### src/rtl/octave_ctrl.sv
// octave_ctrl: takes two raw octave keys, synchronizes and debounces them, then steps a
// saturating octave index and offers each new value to the tone generator until it acks.
module octave_ctrl #(
    parameter int DEBOUNCE_CYCLES = 16,
    parameter int OCT_MAX         = 4,
    parameter int OCT_RESET       = 0
) (
    input  logic       clk,
    input  logic       n_rst,
    input  logic       octave_key_up,
    input  logic       octave_key_down,
    input  logic       octave_ack,
    output logic [2:0] octave,
    output logic       octave_req,
    output logic       busy,
    output logic       at_min,
    output logic       at_max
);
    localparam int CW = $clog2(DEBOUNCE_CYCLES + 1);
    typedef enum logic {IDLE, REQ} state_t;
    state_t state, state_nx;
    logic [2:0] octave_nx, up_val, dn_val, tgt;
    logic [1:0] keys, s1, s2, db, prev, ev;
    logic [CW-1:0] cnt [2];
    assign keys = {octave_key_down, octave_key_up};
    assign ev = db & ~prev;
    always_ff @(posedge clk) begin
        if (!n_rst) begin
            s1     <= '0;
            s2     <= '0;
            db     <= '0;
            prev   <= '0;
            cnt[0] <= '0;
            cnt[1] <= '0;
            state  <= IDLE;
            octave <= 3'(OCT_RESET);
        end else begin
            s1   <= keys;
            s2   <= s1;
            prev <= db;
            for (int i = 0; i < 2; i++) begin
                if (s2[i] == db[i]) cnt[i] <= '0;
                else if (cnt[i] == CW'(DEBOUNCE_CYCLES - 1)) begin
                    db[i]  <= s2[i];
                    cnt[i] <= '0;
                end else cnt[i] <= cnt[i] + 1'b1;
            end
            state  <= state_nx;
            octave <= octave_nx;
        end
    end
    // simultaneous up/down events leave tgt equal to octave, so they are dropped
    always_comb begin
        up_val    = (octave == 3'(OCT_MAX)) ? octave : octave + 3'd1;
        dn_val    = (octave == 3'd0) ? octave : octave - 3'd1;
        tgt       = (ev == 2'b01) ? up_val : (ev == 2'b10) ? dn_val : octave;
        state_nx  = state;
        octave_nx = octave;
        if (state == IDLE) begin
            octave_nx = tgt;
            state_nx  = (tgt != octave) ? REQ : IDLE;
        end else state_nx = octave_ack ? IDLE : REQ;
    end
    assign octave_req = (state == REQ);
    assign busy       = (state == REQ);
    assign at_min     = (octave == 3'd0);
    assign at_max     = (octave == 3'(OCT_MAX));
endmodule

### config.mk
export PLATFORM = sky130hd
export DESIGN_NAME = octave_ctrl
export DESIGN_NICKNAME = d
export VERILOG_FILES = /design/src/rtl/octave_ctrl.sv
export SDC_FILE = /design/constraint.sdc
export NUM_CORES = 1
export LEC_CHECK = 0
export CAP_MARGIN = 20
export CORE_AREA = 3 3 54 44
export CTS_CLUSTER_DIAMETER = 60
export DETAILED_ROUTE_END_ITERATION = 8
export DIE_AREA = 0 0 57 47
export GPL_TIMING_DRIVEN = 1
export MAX_ROUTING_LAYER = met4
export PLACE_DENSITY = 0.79
export SETUP_SLACK_MARGIN = 0.3
export SLEW_MARGIN = 40
export SYNTH_ARGS = -nofsm -noshare
export SYNTH_HDL_FRONTEND = slang
export SYNTH_SLANG_ARGS = --single-unit
### constraint.sdc
create_clock -name clk -period 2.2 [get_ports clk]
set_input_delay 0.22 -clock clk [delete_from_list [all_inputs] [get_ports clk]]
set_output_delay 0.22 -clock clk [all_outputs]
set_load 0.01 [all_outputs]
==> results.md, run 1 <==
- Result of the run: finished, final reports clean
- Final Hold Violating Endpoints: 0
- Vias/cell: roughly 4.9
- Hold buffer count at CTS: 0
- Worst setup SP type: register
- Total instance count after detailed placement: 141
- Instance area after placement: 1240 um^2
- Share of cells above drive strength 1: 0.0826
- RSZ-0062 raised after global routing: no
- Highest-count cells in the layout ignoring fill and taps: 11 x nor2_1, 11 x dfxtp_1, 10 x edfxtp_1, 10 x conb_1, 9 x clkdlybuf4s50_1
- Drt drc: 0
- Total detailed-routing wirelength: 1.71 mm
- Leakage power figure: between 0.5 and 0.6 nW
- GRT Resource Usage Total: 0.153
- Total power per unit cell area: between 600 and 700 nW/um^2
- Fin Clk Skew: 0.00349 ns
- Root cell of the clock tree: clkbuf_4
- Top fanout value on the critical path: 4
- Synthesized instance count: 100
- Clock insertion delay at the later pin of the skew report: 0.30 ns
- Sum of negative setup slack: 0 ns
- Area Growth Syn to Fin: 19.3%
- Max Clk Rate: 581 MHz
- Number of fill cells: 171
- Crit Path Class: reg -> out
- Final-report setup violation count: 0
- Number of different library cells in the post-synthesis netlist: 30
- RD Place Congestion: between 0.7 and 0.8
- Synthesized flop and latch total: 22
- Clock tree from TritonCTS: yes
- Buffer depth of the longest clock path: 2
- Classification of the worst-slack hold path: reg -> reg
- Yosys warning total: 0
- CORE AREA: 1930 um^2
- Overall overflow remaining after global route: 0
- Register clock-pin slew on the reported worst setup and hold paths: ~0.12 ns
- Post-route non-filler standard cell count: about 150
- # clock sinks: 22
- Total vias in the final route: between 700 and 800
- Utilization of the core after routing: 0.670
- Initial standard-cell utilization of the core: 0.562
- Buffers on Ports: 11
- Share of the clock period used by the worst path after layout: 0.782
- Final critical path time including I/O delays and setup: ~1.7 ns
- H-tree levels: 1
- Fin area: 1290 um^2
- Maximum number of pins on one net before global-route repair: 17
- Core Rows: 14
- Number of global-route vias before repair: between 600 and 700
- Wire length of the first global-routing pass: just under 3 mm
- Required time at the worst-slack endpoint: just under 2 ns
- Final number of max-transition violations: 0
- Post-detailed-route wirelength per cell: 11.8 um
- Drt first-iter violations: 19
- Final #Nets: 134
- I/O Pins: 12
- Overall die height: between 40 and 50 um
- Detailed-router iteration count before antenna repair: 4
- Antenna diode count: 0
- Arrival time at the worst endpoint: approximately 1.5 ns
- Proportion of synthesized chip area in sequential cells: 0.499
- Peak supply drop: around 0.00042 V
- ANT nets after route: 0
- Capturing element type of the critical path: primary output
- Initial antenna violation count: 0
- Number of max-cap violations: 0
- Die area: approximately 2700 um^2
- TritonCTS Buffers: 3
- HPWL Detailed: about 1.3 mm
- Overall die width: 57 um
- Mapped Avg Cell Area: approximately 11 um^2
- Mapped cell area: between 1000 and 1500 um^2
- Sum of internal, switching and leakage power: about 0.0008 W
critical path: stages, from the launching register on:
cell and delay (ns):
dfxtp_1 0.39, inv_1 0.09, ha_1 0.24, and2_1 0.20, dlygate4sd2_1 0.29
metrics by stage:
stage | hold WS [ns] | setup slack, ns
after global routing | 0.455 | 0.380
after detailed placement | 0.429 | 0.504
after CTS | 0.466 | 0.471
after global placement | 0.415 | 0.570
final | 0.460 | 0.479
after floorplan | 0.347 | 0.605
state kept, by name, indices dropped and copies added, names as in the netlist:
| signal | count |
|---|---|
| s1 | 2 |
| cnt | 10 |
| busy | 1 |
| octave | 3 |
| s2 | 2 |
| db | 2 |
| prev | 2 |
logic make-up (layout without fill, tap and decap cells):
family          count (synthesis)  in the layout  synth area share
fa+ha+maj                       7              7            0.0809
xor+xnor                        7              7            0.0566
simple gates                   44             44             0.234
other cells                     1             10           0.00346
compound gates                  6              6            0.0462
buf+inv                         9             21            0.0381
flops                          22             22             0.499
mux                             4              4            0.0416
report_power, final:
group          switching [W]   total, W  internal [W]
Clock               0.000119   0.000303      0.000184
Combinational      0.0000159  0.0000320     0.0000160
Sequential        0.00000684   0.000445      0.000439
Total               0.000142   0.000781      0.000639
layer usage:
layer,share of wire,global-route usage
met5,0,-
met3,0.045,0.0577
met2,0.47,0.253
met1,0.48,0.182
met4,0,0.0278
final timing paths:
check	from	end	slack, ns	depth (start not counted)
setup / recovery	octave[0]	at_max	0.48	4
hold / removal	s1[0]	s2[0]	0.46	1
setup reg to reg	octave[0]	octave[0]	0.54	6
hold reg to reg	s1[0]	s2[0]	0.46	1
cells in the mapped netlist (all sizes together):
master  count  area (um^2)
a21oi       1         5.00
xnor2       3         26.3
nor3        3         15.0
o21ba       1         10.0
nor3b       1         7.51
mux2i       3         30.0
buf         2         15.0
dfxtp      12          240
clkbuf      1         3.75
nand2b      1         8.76
inv         6         22.5
xor2        4         35.0
nand3b      4         42.5
a31oi       1         6.26
o211a       1         10.0
o311a       1         10.0
and2        7         43.8
o32ai       1         8.76
conb        1         3.75
and3        2         12.5
nand3       2         10.0
nand2       7         26.3
ha          7         87.6
nor2b       4         25.0
and2b       1         7.51
nor2       11         41.3
mux2        1         15.0
edfxtp     10          300
nor4        1         12.5
repair_timing:
action	CTS	global route
gates resized for setup	4	0
endpoints found under the hold margin	0	0
setup buffers	0	0
endpoints found under the setup margin	2	0
area by class of cell:
cell class	count	area, um^2	area share
Clock inverter	1	30.0	0.0233
Multi-Input combinational cell	78	537	0.416
Sequential cell	22	542	0.420
Clock buffer	3	22.5	0.0174
Inverter	6	22.5	0.0174
Timing Repair Buffer	11	108	0.0833
Tap cell	24	30.0	0.0233
Power figures use the tool's default switching activity.
==> inputs of run 2 (changes only) <==
- CORE_AREA: 3 3 54 44 -> 3 3 59 48
- DIE_AREA: 0 0 57 47 -> 0 0 62 51
- PLACE_DENSITY: 0.79 -> 0.7
- clock period: 2.2 -> 1.5 ns (I/O delays scaled with it)
==> results.md, run 2 (synthesized netlist as in run 1, its figures left out) <==
- Top metal layer carrying routed signals: met4
- Capturing element type of the critical path: register
- Buffer depth of the longest clock path: 2
- Total detailed-routing wirelength: around 2.2 mm
- Overall die width: 62 um
- R2R Path Start: cnt[0][0]
- # clock sinks: 22
- Final critical path time including I/O delays and setup: about 1.5 ns
- Arrival time at the worst endpoint: 1.67 ns
- Root cell of the clock tree: clkbuf_4
- HPWL Detailed: around 1.3 mm
- Top fanout value on the critical path: 5
- FF-to-FF setup slack: roughly 0.0045 ns
- Share of cells above drive strength 1: 0.399
- GRT Resource Usage Total: 0.148
- Area Growth Syn to Fin: 50.2%
- I/O Pins: 12
- Cell family with the largest share of critical-path delay: simple AND/OR/NAND/NOR gates
- RSZ-0062 raised after global routing: yes
- Initial antenna violation count: 0
- Logic depth of the worst path, buffers included: 5
- Register clock-pin slew on the reported worst setup and hold paths: about 0.12 ns
- Most common cell after layout, fill and taps aside: buf_4
- CORE AREA: approximately 2300 um^2
- Number of max-cap violations: 0
- Highest-count cells in the layout ignoring fill and taps: 16 x buf_4, 10 x nor2_1, 10 x edfxtp_1, 10 x conb_1, 8 x buf_6
- Highest cell delay on the worst timing path: roughly 0.43 ns
- Final #Nets: 156
- Fin Clk Skew: roughly 0.0032 ns
- Drt first-iter violations: 39
- Antenna diode count: 0
- Final number of max-transition violations: 0
- Hold path depth: 2
- Initial standard-cell utilization of the core: 0.477
- Final Hold Violating Endpoints: 0
- Number of global-route vias before repair: 779
- Wire length of the first global-routing pass: between 3 and 4 mm
- Register with the most flip-flops: cnt
- Total power per unit cell area: around 680 nW/um^2
- Total vias in the final route: 824
- Share of the clock period used by the worst path after layout: 0.997
- RD Place Congestion: 0.779
- Number of fill cells: approximately 170
- Bufs and invs on worst path: 0
- Crit Path Class: reg -> reg
- Die area: around 3200 um^2
- Final-report setup violation count: 0
- Drt drc: 0
- Fin area: 1630 um^2
- Instance area after placement: between 1000 and 1500 um^2
- Overall overflow remaining after global route: 0
- Post-detailed-route wirelength per cell: 12.7 um
- Clock insertion delay at the later pin of the skew report: between 0.3 and 0.4 ns
- Min-Delay Endpoint: s1[1]
- ANT nets after route: 0
- Worst path slowest cell: edfxtp_1
- TritonCTS Buffers: 3
- Vias/cell: about 4.7
- Tightest hold margin: 0.403 ns
- Clock tree from TritonCTS: yes
- Met3 Routed Length: ~90 um
- Largest registers: cnt: 10 flops, octave: 3 flops
- Multi-input logic area: ~660 um^2
- Result of the run: finished, final reports clean
- Detailed-router iteration count before antenna repair: 4
- Routed wl met2: 1.14 mm
- Leakage power figure: about 0.7 nW
- Worst Hold Launch: octave_key_down
- Maximum number of pins on one net before global-route repair: 14
- H-tree levels: 1
- Buffers on Ports: 11
- Peak supply drop: around 0.00049 V
- Core Rows: 15
- Overall die height: 51 um
- Cell count of the worst reg-to-reg path: 5
- Classification of the worst-slack hold path: in -> reg
- Required time at the worst-slack endpoint: ~1.7 ns
- Worst setup SP type: register
- Max Clk Rate: about 670 MHz
- Cell-by-cell trace of the critical path: ha_2, and3_4, ha_4, nand3b_1, nor2_1
- Met1 Wirelength: about 970 um
- Sequential cell area: between 500 and 600 um^2
- End of the worst register-to-register path: cnt[0][1]
- Max FFs per register: 10
[run 2: layout make-up]
cell class	count	area share
flip-flops and latches	22	0.343
multi-input cells	78	0.406
well taps	34	0.0262
clock buffers	4	0.0293
repair buffers	33	0.179
inverters	6	0.0169
[run 2: where the power goes]
part           leakage [nW]  switching, W  internal (W)
Combinational         0.468     0.0000293     0.0000369
Sequential            0.204    0.00000979      0.000636
Clock                0.0261      0.000183      0.000204
[run 2: worst max path at each step]
stage,startpoint,endpoint,slack (ns)
3_3_place_gp,cnt[1][0],cnt[1][0],0.04
6_report,cnt[0][0],cnt[0][1],0.005
3_5_place_dp,cnt[1][0],cnt[1][0],-0.005
4_1_cts,cnt[0][1],cnt[0][1],-0.01
2_1_floorplan,cnt[1][0],cnt[1][0],0.13
5_1_grt,cnt[0][0],cnt[0][1],-0.06
[run 2: worst register-to-register path, cell delays in order (launching register included)]
cell and delay, ns:
edfxtp_1 0.43, ha_2 0.21, and3_4 0.15, ha_4 0.15, nand3b_1 0.25, nor2_1 0.16
[run 2: per-layer routing]
metal	global-route usage	up-vias
met2	0.245	19
met4	0.0707	0
met3	0.0505	6
met5	-	-
met1	0.156	386
li1	-	413
[run 2: stage by stage]
step / setup TNS (ns) / setup slack (ns) / cells / util / total power [W]
final: 0 / 0.00454 / 177 / 0.716 / 0.00110
after global routing: -0.416 / -0.0647 / 177 / 0.716 / 0.00116
after CTS: -0.00965 / -0.00965 / 167 / 0.667 / 0.00111
after detailed placement: -0.00532 / -0.00532 / 155 / 0.595 / 0.000719
after global placement: 0 / 0.0448 / 155 / 0.595 / 0.000716
after floorplan: 0 / 0.134 / 109 / - / 0.000693
[run 2: repair_timing]
action	in CTS	in global routing
setup buffers	8	10
pin swaps	11	10
endpoints found under the setup margin	23	21
gates resized for setup	32	10
hold buffers	0	0
